--- src/rtl/bcd_display_scanner_if.sv ---
// Display-side bundle of the BCD scanner: digit inputs and controls in,
// multiplexed segment/anode drive and frame strobe out.
interface bcd_display_scanner_if #(
  parameter int NUM_DIGITS = 4
);
  logic                      enable;
  logic                      blank_lz;
  logic [4*NUM_DIGITS-1:0]   digits_in;
  logic [6:0]                seg_out;
  logic [NUM_DIGITS-1:0]     an_out;
  logic                      frame_done;

  modport master (
    output enable, blank_lz, digits_in,
    input  seg_out, an_out, frame_done
  );

  modport slave (
    input  enable, blank_lz, digits_in,
    output seg_out, an_out, frame_done
  );
endinterface

--- src/rtl/bcd_display_scanner.sv ---
// Time-multiplexed 7-segment driver for NUM_DIGITS packed BCD digits, with a
// per-frame digit snapshot, leading-zero blanking and a dash for invalid codes.
module bcd_display_scanner #(
  parameter int NUM_DIGITS = 4,
  parameter int SCAN_DIV   = 4
) (
  input  logic                  clk,
  input  logic                  reset,
  bcd_display_scanner_if.slave  bus
);

  localparam int DIV_W = (SCAN_DIV > 1) ? $clog2(SCAN_DIV) : 1;
  localparam int IDX_W = $clog2(NUM_DIGITS);
  localparam logic [DIV_W-1:0] LAST_DIV = DIV_W'(SCAN_DIV - 1);
  localparam logic [IDX_W-1:0] LAST_IDX = IDX_W'(NUM_DIGITS - 1);

  typedef enum logic {IDLE, SCAN} state_t;

  state_t                  state, state_n;
  logic [DIV_W-1:0]        div_cnt, div_n;
  logic [IDX_W-1:0]        idx, idx_n;
  logic [4*NUM_DIGITS-1:0] shadow, shadow_n;
  logic [6:0]              seg_n;
  logic [NUM_DIGITS-1:0]   an_n;
  logic                    fd_n;

  function automatic logic [6:0] seg_decode(input logic [3:0] d);
    case (d)
      4'd0:    return 7'h3F;
      4'd1:    return 7'h06;
      4'd2:    return 7'h5B;
      4'd3:    return 7'h4F;
      4'd4:    return 7'h66;
      4'd5:    return 7'h6D;
      4'd6:    return 7'h7D;
      4'd7:    return 7'h07;
      4'd8:    return 7'h7F;
      4'd9:    return 7'h6F;
      default: return 7'h40;
    endcase
  endfunction

  // A digit is blanked only if it and every more significant digit are zero;
  // an invalid code counts as non-zero, so it stops blanking below it.
  function automatic logic [6:0] digit_pattern(
    input logic [IDX_W-1:0]        k,
    input logic [4*NUM_DIGITS-1:0] snap,
    input logic                    blank
  );
    logic       zero_above;
    logic [3:0] d;
    zero_above = 1'b1;
    d          = 4'd0;
    for (int j = 0; j < NUM_DIGITS; j++) begin
      if (j >= int'(k)) zero_above &= (snap[4*j +: 4] == 4'd0);
      if (j == int'(k)) d = snap[4*j +: 4];
    end
    if (blank && (k != '0) && zero_above) return 7'h00;
    return seg_decode(d);
  endfunction

  always_ff @(posedge clk or posedge reset) begin
    if (reset) begin
      state          <= IDLE;
      div_cnt        <= '0;
      idx            <= '0;
      shadow         <= '0;
      bus.seg_out    <= '0;
      bus.an_out     <= '0;
      bus.frame_done <= 1'b0;
    end else begin
      state          <= state_n;
      div_cnt        <= div_n;
      idx            <= idx_n;
      shadow         <= shadow_n;
      bus.seg_out    <= seg_n;
      bus.an_out     <= an_n;
      bus.frame_done <= fd_n;
    end
  end

  always_comb begin
    state_n  = state;
    div_n    = div_cnt;
    idx_n    = idx;
    shadow_n = shadow;
    fd_n     = 1'b0;
    seg_n    = 7'h00;
    an_n     = '0;

    case (state)
      IDLE: begin
        div_n    = '0;
        idx_n    = '0;
        shadow_n = bus.digits_in;
        if (bus.enable) state_n = SCAN;
      end
      SCAN: begin
        if (!bus.enable) begin
          state_n = IDLE;
          div_n   = '0;
          idx_n   = '0;
        end else if (div_cnt == LAST_DIV) begin
          div_n = '0;
          if (idx == LAST_IDX) begin
            idx_n    = '0;
            shadow_n = bus.digits_in;
            fd_n     = 1'b1;
          end else begin
            idx_n = idx + 1'b1;
          end
        end else begin
          div_n = div_cnt + 1'b1;
        end
      end
      default: state_n = IDLE;
    endcase

    // Outputs follow the next-state digit so they land in step with idx.
    if (state_n == SCAN) begin
      an_n  = NUM_DIGITS'(1) << idx_n;
      seg_n = digit_pattern(idx_n, shadow_n, bus.blank_lz);
    end
  end

endmodule

--- src/flat_wrapper.sv ---
// flat-port wrapper written by rule: the top's interface ports become plain ports
module bcd_display_scanner_flat 
#(
  parameter int NUM_DIGITS = 4,
  parameter int SCAN_DIV   = 4
)
  (clk, reset, bus_enable, bus_blank_lz, bus_digits_in, bus_seg_out, bus_an_out, bus_frame_done);
  bcd_display_scanner_if #(.NUM_DIGITS(NUM_DIGITS)) bus_i ();
  input  logic clk;
  input  logic reset;
  input wire logic [$bits(bus_i.enable)-1:0] bus_enable;
  input wire logic [$bits(bus_i.blank_lz)-1:0] bus_blank_lz;
  input wire logic [$bits(bus_i.digits_in)-1:0] bus_digits_in;
  output wire logic [$bits(bus_i.seg_out)-1:0] bus_seg_out;
  output wire logic [$bits(bus_i.an_out)-1:0] bus_an_out;
  output wire logic [$bits(bus_i.frame_done)-1:0] bus_frame_done;
  assign bus_i.enable = bus_enable;
  assign bus_i.blank_lz = bus_blank_lz;
  assign bus_i.digits_in = bus_digits_in;
  assign bus_seg_out = bus_i.seg_out;
  assign bus_an_out = bus_i.an_out;
  assign bus_frame_done = bus_i.frame_done;
  bcd_display_scanner #(.NUM_DIGITS(NUM_DIGITS), .SCAN_DIV(SCAN_DIV)) u_core (.clk(clk), .reset(reset), .bus(bus_i));
endmodule
--- config.mk ---
export PLATFORM = sky130hd
export DESIGN_NAME = bcd_display_scanner_flat
export DESIGN_NICKNAME = d
export VERILOG_FILES = /design/src/rtl/bcd_display_scanner_if.sv /design/src/rtl/bcd_display_scanner.sv /design/src/flat_wrapper.sv
export SDC_FILE = /design/constraint.sdc
export NUM_CORES = 1
export LEC_CHECK = 0
export CORE_MARGIN = 3
export CORE_UTILIZATION = 34
export CTS_BUF_LIST = sky130_fd_sc_hd__clkbuf_4
export DETAILED_ROUTE_END_ITERATION = 8
export SLEW_MARGIN = 20
export SYNTH_ARGS = -nofsm -noshare
export SYNTH_HDL_FRONTEND = slang
export SYNTH_SLANG_ARGS = --single-unit
--- constraint.sdc ---
create_clock -name clk -period 3.2 [get_ports clk]
set_clock_uncertainty 0.2 [all_clocks]
set_input_delay 0.48 -clock clk [delete_from_list [all_inputs] [get_ports clk]]
set_output_delay 0.48 -clock clk [all_outputs]
set_load 0.02 [all_outputs]
==> run summary <==
status = finished, final reports clean
final slew viol count = 0
Tmin final = 2.97 ns
Placer Congestion = 0.868
core box area = 4940 sq um
H-tree depth = 2
area of the mapped netlist = 1810 sq um
Final Net Count = 231
placed cells = 263
fraction of registers with async set/reset = 100%
Hold WS = 0.230 ns
hold-fix buffers at CTS = 0
Slew HR = 63.7%
ys flop type = dfrtp_1
Fin. Hold Viols = 0
non-filler instance count after layout = 271
CP Cell Sequence = ha_1, mux2i_2, or2_4, clkinv_4, a211oi_1, o32a_2, inv_1, ha_1, mux2_4, a21oi_1
max incr delay on CP = 0.37 ns
Worst EP arrival = 3.04 ns
final clock period utilization by the worst path = 92.9%
layout cell share with drive strength beyond 1 = 24.5%
CP max-delay cell = dfrtp_1
Clock Tree Root = clkbuf_4
Crit Path Category = reg -> reg
synthesis-stage register bit count = 33
Hold Crit Class = in -> async
Initial Util = 36.6%
Routed WL = 4620 microns
DR iter-0 viols = 96
Worst-path clk slew = 0.10 ns
Synth area leader = dfrtp_1
post-CTS setup repair buffer count = 0
final instance area = 2290 sq um
crit path launch type = register
DIE WIDTH = 78.9 microns
Final setup viols = 0
actual slew at the worst max-slew pin = 0.544 ns
crit path max fanout = 10
residual DRC count = 0
EDFF count, synth = 0
clock buffer count from CTS = 5
Die Span Y = 78.9 microns
area of the die = 6230 sq um
initial antenna violation count = 0
vias in the first global route = 1539
worst path required time = 3.27 ns
Critical Path Most Common Cell = ha_1
routed via count = 1459
CP endpoint kind = register
WP buf/inv = 2
Mean Syn Cell Area = 11.2 sq um
top cells by area, synth = dfrtp_1 46%, mux2_2 7.5%, ha_1 5.5%, and3_1 2.4%, nand2_1 2.3%
antenna-violating nets left = 0
number of I/O pins = 32
Synth top area share = 45.6%
LEAKAGE = 1.03 nW
Max Freq = 0.336 GHz
CTS tree = done
Antenna diodes = 0
largest net degree at the start of global routing = 23
vias per cell = 5.38
Unique masters post-synth = 52
Pwr per Cell Area = 390 nW/um^2
fillcell total = 500
VDD IR-drop max = 0.252 mV
critical path depth = 10
Worst Reg2Reg Path Length in Cells = 10
total number of yosys warnings = 0
Final Total Pwr = 0.894 mW
All-Layer GR Usage = 16.1%
I/O Buffers = 31
Mapped Cells = 162
placed inst area = 2230 sq um
Avg WL per Cell = 17.1 microns
MaxCap Viol Count = 0
row count = 25
Detail Placement HPWL = 3500 microns
syn nets = 190
Clock Path Buffers = 2
# clock sinks = 33
DR pass1 iterations = 4
RSZ-0062 raised after global routing = no
Remaining Overflow, GRT = 0
sequential area share after synthesis = 45.6%
area grow syn2layout = 26.7%
worst-skew pair later-pin latency = 0.35 ns
global-route wire length before repair = 7740 microns
CP top delay family = compound AO/OA/AOI/OAI gates
==> Yosys cell counts (all sizes together), types with 4 or more instances <==
library cell,instances
o21ai,6
a21oi,4
nand2,12
and3,8
mux2,13
a211oi,4
nor2,7
ha,8
nand3,4
inv,5
dfrtp,33
buf,9
==> path summary, 6_finish.rpt <==
| check | from | to | slack (ns) |
|---|---|---|---|
| hold / removal | reset | u_core.bus.seg_out[5] | 0.23 |
| min in group clk | u_core.div_cnt[0] | u_core.div_cnt[0] | 0.25 |
| setup reg to reg | u_core.div_cnt[0] | u_core.bus.seg_out[6] | 0.23 |
| hold reg to reg | u_core.div_cnt[0] | u_core.div_cnt[0] | 0.25 |
| max in group asynchronous | reset | u_core.state | 1.92 |
| setup / recovery | u_core.div_cnt[0] | u_core.bus.seg_out[6] | 0.23 |
==> registers in the layout, indices dropped and copies added (netlist names) <==
| signal | cells |
|---|---|
| u_core.div_cnt | 2 |
| u_core.idx | 2 |
| u_core.shadow | 16 |
| u_core.bus.an_out | 4 |
| u_core.bus.seg_out | 7 |
| u_core.bus.frame_done | 1 |
| u_core.state | 1 |
==> report_power, final <==
group          internal [mW]  total (mW)  switching [mW]  leakage (nW)
registers              0.448       0.464          0.0164         0.414
clock network         0.0920       0.238           0.146        0.0354
logic                 0.0982       0.192          0.0933         0.584
total                  0.638       0.894           0.255          1.03
==> worst reg2reg max path, stage by stage, from the launching register on <==
cell and delay [ns]:
dfrtp_1 0.37, ha_1 0.33, mux2i_2 0.36, or2_4 0.26
clkinv_4 0.12, a211oi_1 0.25, o32a_2 0.29, inv_1 0.11
ha_1 0.20, mux2_4 0.26, a21oi_1 0.14
==> cell type report <==
type,instances,area (sq um),area share [%]
multi-input cells,114,900,39.2
flip-flops and latches,33,826,36.0
repair buffers,43,400,17.5
well taps,67,83.8,3.66
clock buffers,6,45.0,1.97
inverters,6,27.5,1.20
clock inverters,2,10.0,0.437
==> placed cells by master (no fill, tap or decap), types with 2 or more instances in the layout <==
cell type        count
inv_1                5
clkdlybuf4s50_1     31
a31oi_1              2
dfrtp_1             33
ha_1                 8
and3_1               7
o21ai_0              5
a211oi_1             4
nand4_1              2
nor2_1               7
nor3_1               2
nand2_1             11
mux2_2              12
o32ai_1              3
a21o_1               2
clkbuf_4             6
nand2b_1             2
a21oi_1              4
nor4_1               2
nand3_1              4
a31o_2               2
nor2b_1              2
or3_1                2
buf_4               12
a21boi_0             2
clkinv_2             2
a311o_1              2
==> cell families after synthesis <==
kind of cell    synth area share (%)
compound gates                  20.2
fa+ha+maj                       5.53
buf+inv                         5.19
flops                           45.6
mux                             8.85
simple gates                    14.6
==> what timing repair did <==
item | 4_1_cts | 5_1_grt
hold endpoints to repair | 0 | 0
cloned | 0 | 0
gates resized for setup | 1 | 2
endpoints found under the setup margin | 1 | 4
==> metal layers <==
| layer | GRT usage, % | up-vias | part of all wire (%) |
|---|---|---|---|
| li1 | - | 679 | - |
| met4 | 6.53 | 0 | 0.63 |
| met1 | 19.5 | 728 | 41 |
| met2 | 27.3 | 48 | 52 |
| met3 | 4.20 | 4 | 6.7 |
| met5 | 0 | - | 0 |
==> per-stage QoR <==
step / utilization, % / setup WS [ns] / setup TNS [ns]
final: 46.4 / 0.227 / 0
after global routing: 46.4 / 0.0401 / 0
after CTS: 46.2 / 0.0874 / 0
after detailed placement: 45.1 / -0.0362 / -0.0622
after global placement: 45.1 / 0.0584 / 0
after floorplan: - / 0.457 / 0
Power figures use the tool's default switching activity.
